### src/rtl/ram_bus_pkg.sv
// Shared definitions for the RAM bus master.
// Contents: default bus widths, the implemented RAM depth, the read-hold length,
// the controller state encoding and a helper that sizes the read-hold counter.
package ram_bus_pkg;

  localparam int unsigned ADDR_W_DEF    = 16;
  localparam int unsigned DATA_W_DEF    = 8;
  localparam int unsigned MEM_DEPTH_DEF = 10000;
  localparam int unsigned READ_HOLD_DEF = 2;

  typedef enum logic [2:0] {
    IDLE,
    WRITE,
    RD_HOLD,
    RD_SAMPLE,
    RESP
  } state_e;

  // The counter is loaded with hold-1 and counts down to zero, so it only needs
  // enough bits for hold-1. At least one bit is kept so the port never collapses.
  function automatic int unsigned cnt_width(input int unsigned hold);
    return (hold > 2) ? $clog2(hold) : 1;
  endfunction

  localparam int unsigned CNT_W_DEF = cnt_width(READ_HOLD_DEF);

endpackage

### src/rtl/ram_bus_master.sv
// Bus-master front end for the synchronous 8-bit RAM.
// Accepts single-beat read/write requests (req_*), sequences the RAM strobes and
// returns exactly one response per request (rsp_*). One request outstanding at a time.
// Ports:
//   clk, rst_n                  clock and asynchronous active-low reset
//   req_valid/req_ready         request handshake; req_write, req_addr, req_wdata payload
//   rsp_valid/rsp_ready         response handshake; rsp_rdata, rsp_err payload
//   chipsel, writeEn, readEn    RAM strobes (registered)
//   addrOut, busIn              RAM address and write data (registered)
//   busOut                      RAM read data, registered inside the RAM
module ram_bus_master
  import ram_bus_pkg::*;
#(
  parameter int unsigned ADDR_W    = ADDR_W_DEF,
  parameter int unsigned DATA_W    = DATA_W_DEF,
  parameter int unsigned MEM_DEPTH = MEM_DEPTH_DEF,
  parameter int unsigned READ_HOLD = READ_HOLD_DEF
) (
  input  logic              clk,
  input  logic              rst_n,
  input  logic              req_valid,
  output logic              req_ready,
  input  logic              req_write,
  input  logic [ADDR_W-1:0] req_addr,
  input  logic [DATA_W-1:0] req_wdata,
  output logic              rsp_valid,
  input  logic              rsp_ready,
  output logic [DATA_W-1:0] rsp_rdata,
  output logic              rsp_err,
  output logic              chipsel,
  output logic              writeEn,
  output logic              readEn,
  output logic [ADDR_W-1:0] addrOut,
  output logic [DATA_W-1:0] busIn,
  input  logic [DATA_W-1:0] busOut
);

  localparam int unsigned CNT_W = cnt_width(READ_HOLD);
  // One extra bit so a depth equal to 2**ADDR_W still compares correctly.
  localparam logic [ADDR_W:0] DEPTH_L = (ADDR_W + 1)'(MEM_DEPTH);

  state_e              r_state;
  logic [CNT_W-1:0]    r_cnt;
  logic                r_live;  // low until the first edge after reset release
  logic                r_rsp_valid;
  logic [DATA_W-1:0]   r_rsp_rdata;
  logic                r_rsp_err;
  logic                r_chipsel;
  logic                r_write_en;
  logic                r_read_en;
  logic [ADDR_W-1:0]   r_addr;
  logic [DATA_W-1:0]   r_wdata;

  logic w_accept;
  logic w_out_of_range;

  assign req_ready      = r_live && (r_state == IDLE);
  assign w_accept       = req_ready && req_valid;
  assign w_out_of_range = ({1'b0, req_addr} >= DEPTH_L);

  assign rsp_valid = r_rsp_valid;
  assign rsp_rdata = r_rsp_rdata;
  assign rsp_err   = r_rsp_err;
  assign chipsel   = r_chipsel;
  assign writeEn   = r_write_en;
  assign readEn    = r_read_en;
  assign addrOut   = r_addr;
  assign busIn     = r_wdata;

  always_ff @(posedge clk or negedge rst_n) begin
    if (!rst_n) begin
      r_state     <= IDLE;
      r_cnt       <= '0;
      r_live      <= 1'b0;
      r_rsp_valid <= 1'b0;
      r_rsp_rdata <= '0;
      r_rsp_err   <= 1'b0;
      r_chipsel   <= 1'b0;
      r_write_en  <= 1'b0;
      r_read_en   <= 1'b0;
      r_addr      <= '0;
      r_wdata     <= '0;
    end else begin
      r_live <= 1'b1;
      unique case (r_state)
        IDLE: begin
          if (w_accept) begin
            r_addr  <= req_addr;
            r_wdata <= req_wdata;
            if (w_out_of_range) begin
              // Rejected without touching the RAM.
              r_state     <= RESP;
              r_rsp_valid <= 1'b1;
              r_rsp_err   <= 1'b1;
              r_rsp_rdata <= '0;
            end else if (req_write) begin
              r_state    <= WRITE;
              r_chipsel  <= 1'b1;
              r_write_en <= 1'b1;
            end else begin
              r_state   <= RD_HOLD;
              r_chipsel <= 1'b1;
              r_read_en <= 1'b1;
              r_cnt     <= CNT_W'(READ_HOLD - 1);
            end
          end
        end
        WRITE: begin
          // RAM commits the write on this edge.
          r_state     <= RESP;
          r_chipsel   <= 1'b0;
          r_write_en  <= 1'b0;
          r_rsp_valid <= 1'b1;
          r_rsp_err   <= 1'b0;
          r_rsp_rdata <= '0;
        end
        RD_HOLD: begin
          if (r_cnt == '0) begin
            r_state   <= RD_SAMPLE;
            r_chipsel <= 1'b0;
            r_read_en <= 1'b0;
          end else begin
            r_cnt <= r_cnt - 1'b1;
          end
        end
        RD_SAMPLE: begin
          // busOut is the RAM's registered output from the last strobed edge.
          r_state     <= RESP;
          r_rsp_valid <= 1'b1;
          r_rsp_err   <= 1'b0;
          r_rsp_rdata <= busOut;
        end
        RESP: begin
          if (rsp_ready) begin
            r_state     <= IDLE;
            r_rsp_valid <= 1'b0;
            r_rsp_err   <= 1'b0;
            r_rsp_rdata <= '0;
          end
        end
        default: begin
          r_state <= IDLE;
        end
      endcase
    end
  end

endmodule
### config.mk
export PLATFORM = sky130hd
export DESIGN_NAME = ram_bus_master
export DESIGN_NICKNAME = d
export VERILOG_FILES = /design/src/rtl/ram_bus_pkg.sv /design/src/rtl/ram_bus_master.sv
export SDC_FILE = /design/constraint.sdc
export NUM_CORES = 1
export LEC_CHECK = 0
export BUFFER_PORTS_ARGS = -buffer_cell sky130_fd_sc_hd__buf_2
export CORE_MARGIN = 3
export CORE_UTILIZATION = 35
export CTS_CLUSTER_DIAMETER = 40
export DETAILED_ROUTE_END_ITERATION = 12
export PLACE_DENSITY = 0.64
export RECOVER_POWER = 100
export SYNTH_ARGS = -nofsm -noshare
export SYNTH_HDL_FRONTEND = slang
export SYNTH_SLANG_ARGS = --single-unit
### constraint.sdc
create_clock -name clk -period 1.4 [get_ports clk]
set_input_delay 0.21 -clock clk [delete_from_list [all_inputs] [get_ports clk]]
set_output_delay 0.21 -clock clk [all_outputs]
set_load 0.01 [all_outputs]
==> flow_summary.yaml <==
outcome:
  status: "finished, violations left"
  violations: "negative setup slack"
setup_path:
  crit_required_ns: 1.19
  cp-end-kind: "output pin"
  r2r-end: "busIn[1]"
  crit_path_cell_trace: "or2_4 > buf_6 > nor3b_2 > buf_2"
  crit_type: "reg -> out"
  r2r_cells: 5
  r2r_setup_slack_ns: -0.15
  crit_buf_inv: 2
  r2r_start: "r_state[0]"
  max_stage_delay_ns: 0.39
  cp_top_family: "simple AND/OR/NAND/NOR gates"
  critPathLaunchType: "register"
  cpMaxStageDelayCell: "dfrtp_1"
  cp_max_fo: 2
  arrival_ns: 1.36
drt:
  route.met2.wl_um: 2178
  routed_wl_um: 4686
  vias_per_cell: 4.943
  antenna_left: 0
  route.detailed.wl_per_inst_um: 14.78
  wl_met3_um: 352
  drc: 0
  drtPass1Iterations: 4
  drtIter0Drc: 101
  topRoutingLayerUsed: "met4"
  via_count: 1567
  wl_met1_um: 2100
layout:
  mostFrequentLayoutCells: "42 x dfrtp_1, 40 x clkbuf_1, 37 x buf_2"
  fin_area_sq_um: 2631
  fin_cells: 317
  drive_gt1_frac: 0.4400
  final_common_cell: "dfrtp_1"
  multi_input_area_sq_um: 822.0
  antenna_cells: 0
  final-seq-area_sq_um: 1051
  nets: 286
  area_delta_synth_final_pct: 42.67
  fill_cells: 455
floorplan:
  initial_utilization: 0.3755
  placementRows: 25
  core_area_sq_um: 4911
  die_h_um: 78.59
  dieArea_sq_um: 6176
  die_w_um: 78.59
  io_pins: 75
power_and_ir_drop:
  p_leak_nw: 1.152
  total_power_w: 0.003987
  power_density_nw_per_um2: 1515
  ir_drop_v: 0.0009954
flow_run:
  drv_cap: 0
timing:
  finalHoldViolations: 0
  fmax_ghz: 0.6362
  rsz0062_at_grt: "true"
  finClkSkew_ns: 0.002165
  tns_ns: -2.948
  layout_min_cycle_time_ns: 1.572
  relSlewSlack: 0.6203
  slew_viol_final: 0
  fin_crit_sh: 1.123
  worst_pin_slew_ns: 0.5696
  setup_violations: 29
  worst_slack_ns: -0.1718
placement:
  hpwl_um: 3182
  numPortBuffers: 74
  place_inst: 300
  pre_cts_slack_ns: -0.2070
  place_area_sq_um: 2426
  gp_congestion: 0.7546
clock_network:
  numClockSinks: 42
  cts-root-buf: "clkbuf_8"
  clk-insertion-delay-late_ns: 0.29
  cts_max_path_buffers: 2
  clk_pin_slew_ns: 0.08
  ctsHtreeMaxLevel: 2
  cts_made_buffers: 5
  tritoncts: "done"
synth:
  seq_area_frac_synth: 0.5699
  syn_area_sq_um: 1844
  yosys_warnings: 0
  synth_cells: 148
  synth_cell_types: 36
  synth_nets: 185
  syn_avg_cell_area_sq_um: 12.46
  yosys_register_bits: 42
global_routing:
  grt_pass1_vias: 1551
  overflow: 0
  grt_pass1_wl_um: 7645
  grt_usage: 0.1571
  antenna_found_initial: 0
  grt_max_degree: 43
hold_path:
  hold_end: "addrOut[2]"
  hp-class: "in -> reg"
  hp-start: "req_addr[2]"
  hold_depth: 2
-- what timing repair did --
action / CTS / global route
resized for setup: 7 / 13
pin swaps: 3 / 2
gates cloned: 2 / 1
endpoints found under the setup margin: 27 / 37
hold buffers: 1 / 0
setup buffers: 3 / 3
endpoints found under the hold margin: 42 / 0
-- sequential cells by signal (all words and copies together), names as in the netlist --
name and count:
chipsel 1, writeEn 1, r_live 1, r_cnt 1, rsp_err 1, rsp_valid 1
busIn 8, r_state 3, rsp_rdata 8, readEn 1, addrOut 16
-- synthesized netlist by cell type, drive strengths merged --
cell type | number | area share
dfrtp | 42 | 0.57
mux2 | 24 | 0.15
nand2 | 10 | 0.020
a31oi | 9 | 0.031
a32oi | 8 | 0.038
clkbuf | 6 | 0.012
o21ai | 6 | 0.016
inv | 5 | 0.010
buf | 4 | 0.024
nor2 | 4 | 0.0095
nand2b | 3 | 0.010
or2 | 3 | 0.012
nand3b | 2 | 0.0081
nor3b | 2 | 0.0081
o31ai | 2 | 0.0081
a221oi | 1 | 0.0047
and2 | 1 | 0.0034
and3 | 1 | 0.0034
and3b | 1 | 0.0047
conb | 1 | 0.0020
nand3 | 1 | 0.0027
nand4 | 1 | 0.0034
nand4bb | 1 | 0.0061
nor4 | 1 | 0.0034
o2111ai | 1 | 0.0047
o211a | 1 | 0.0054
o211ai | 1 | 0.0041
o221ai | 1 | 0.0047
o2bb2ai | 1 | 0.0047
o311ai | 1 | 0.0047
o32ai | 1 | 0.0047
o41ai | 1 | 0.0047
or4 | 1 | 0.0041
-- power by group --
part | leakage, nW | internal, W | total, W | switching (W)
Sequential | 0.513 | 0.00156 | 0.00175 | 0.000191
Clock | 0.0524 | 0.000534 | 0.000938 | 0.000405
Combinational | 0.586 | 0.000629 | 0.00130 | 0.000668
Total | 1.15 | 0.00272 | 0.00399 | 0.00126
-- metrics by stage --
step	util	hold WS, ns
6_report	0.5358	0.1449
3_5_place_dp	0.4940	0.2009
3_3_place_gp	0.4940	0.2008
2_1_floorplan	-	-0.08559
5_1_grt	0.5358	0.1360
4_1_cts	0.5304	0.1354
-- final cells by class --
class	instances	share of cell area
Clock inverter	1	0.01141
Sequential cell	42	0.3994
Clock buffer	7	0.02901
Multi-Input combinational cell	94	0.3124
Inverter	5	0.007133
Tap cell	67	0.03186
Timing Repair Buffer	101	0.2087
-- metal layers --
metal  up-vias  GRT usage
met5         -          0
li1        755          -
met3         5    0.04931
met4         0    0.05594
met1       747     0.2093
met2        60     0.2402
-- worst max-delay path by stage --
stage / from / endpoint / slack (ns) / cells past startpoint
global placement: req_addr[6] / r_state[1] / -0.19 / 5
global route: r_state[0] / req_ready / -0.24 / 4
detailed placement: req_addr[6] / r_state[1] / -0.21 / 5
floorplan: r_state[0] / addrOut[0] / -0.18 / 6
CTS: r_state[0] / req_ready / -0.16 / 4
finish: r_state[0] / req_ready / -0.17 / 4
-- cells by family (layout without fill, tap and decap cells) --
family          after synthesis  in the layout  synth area share
flops                        42             42            0.5699
compound gates               34             34            0.1357
simple gates                 32             35           0.09906
mux                          24             24            0.1465
buf+inv                      15            114           0.04681
other cells                   1              1          0.002033
No activity file was read; power rests on OpenSTA's default activity.
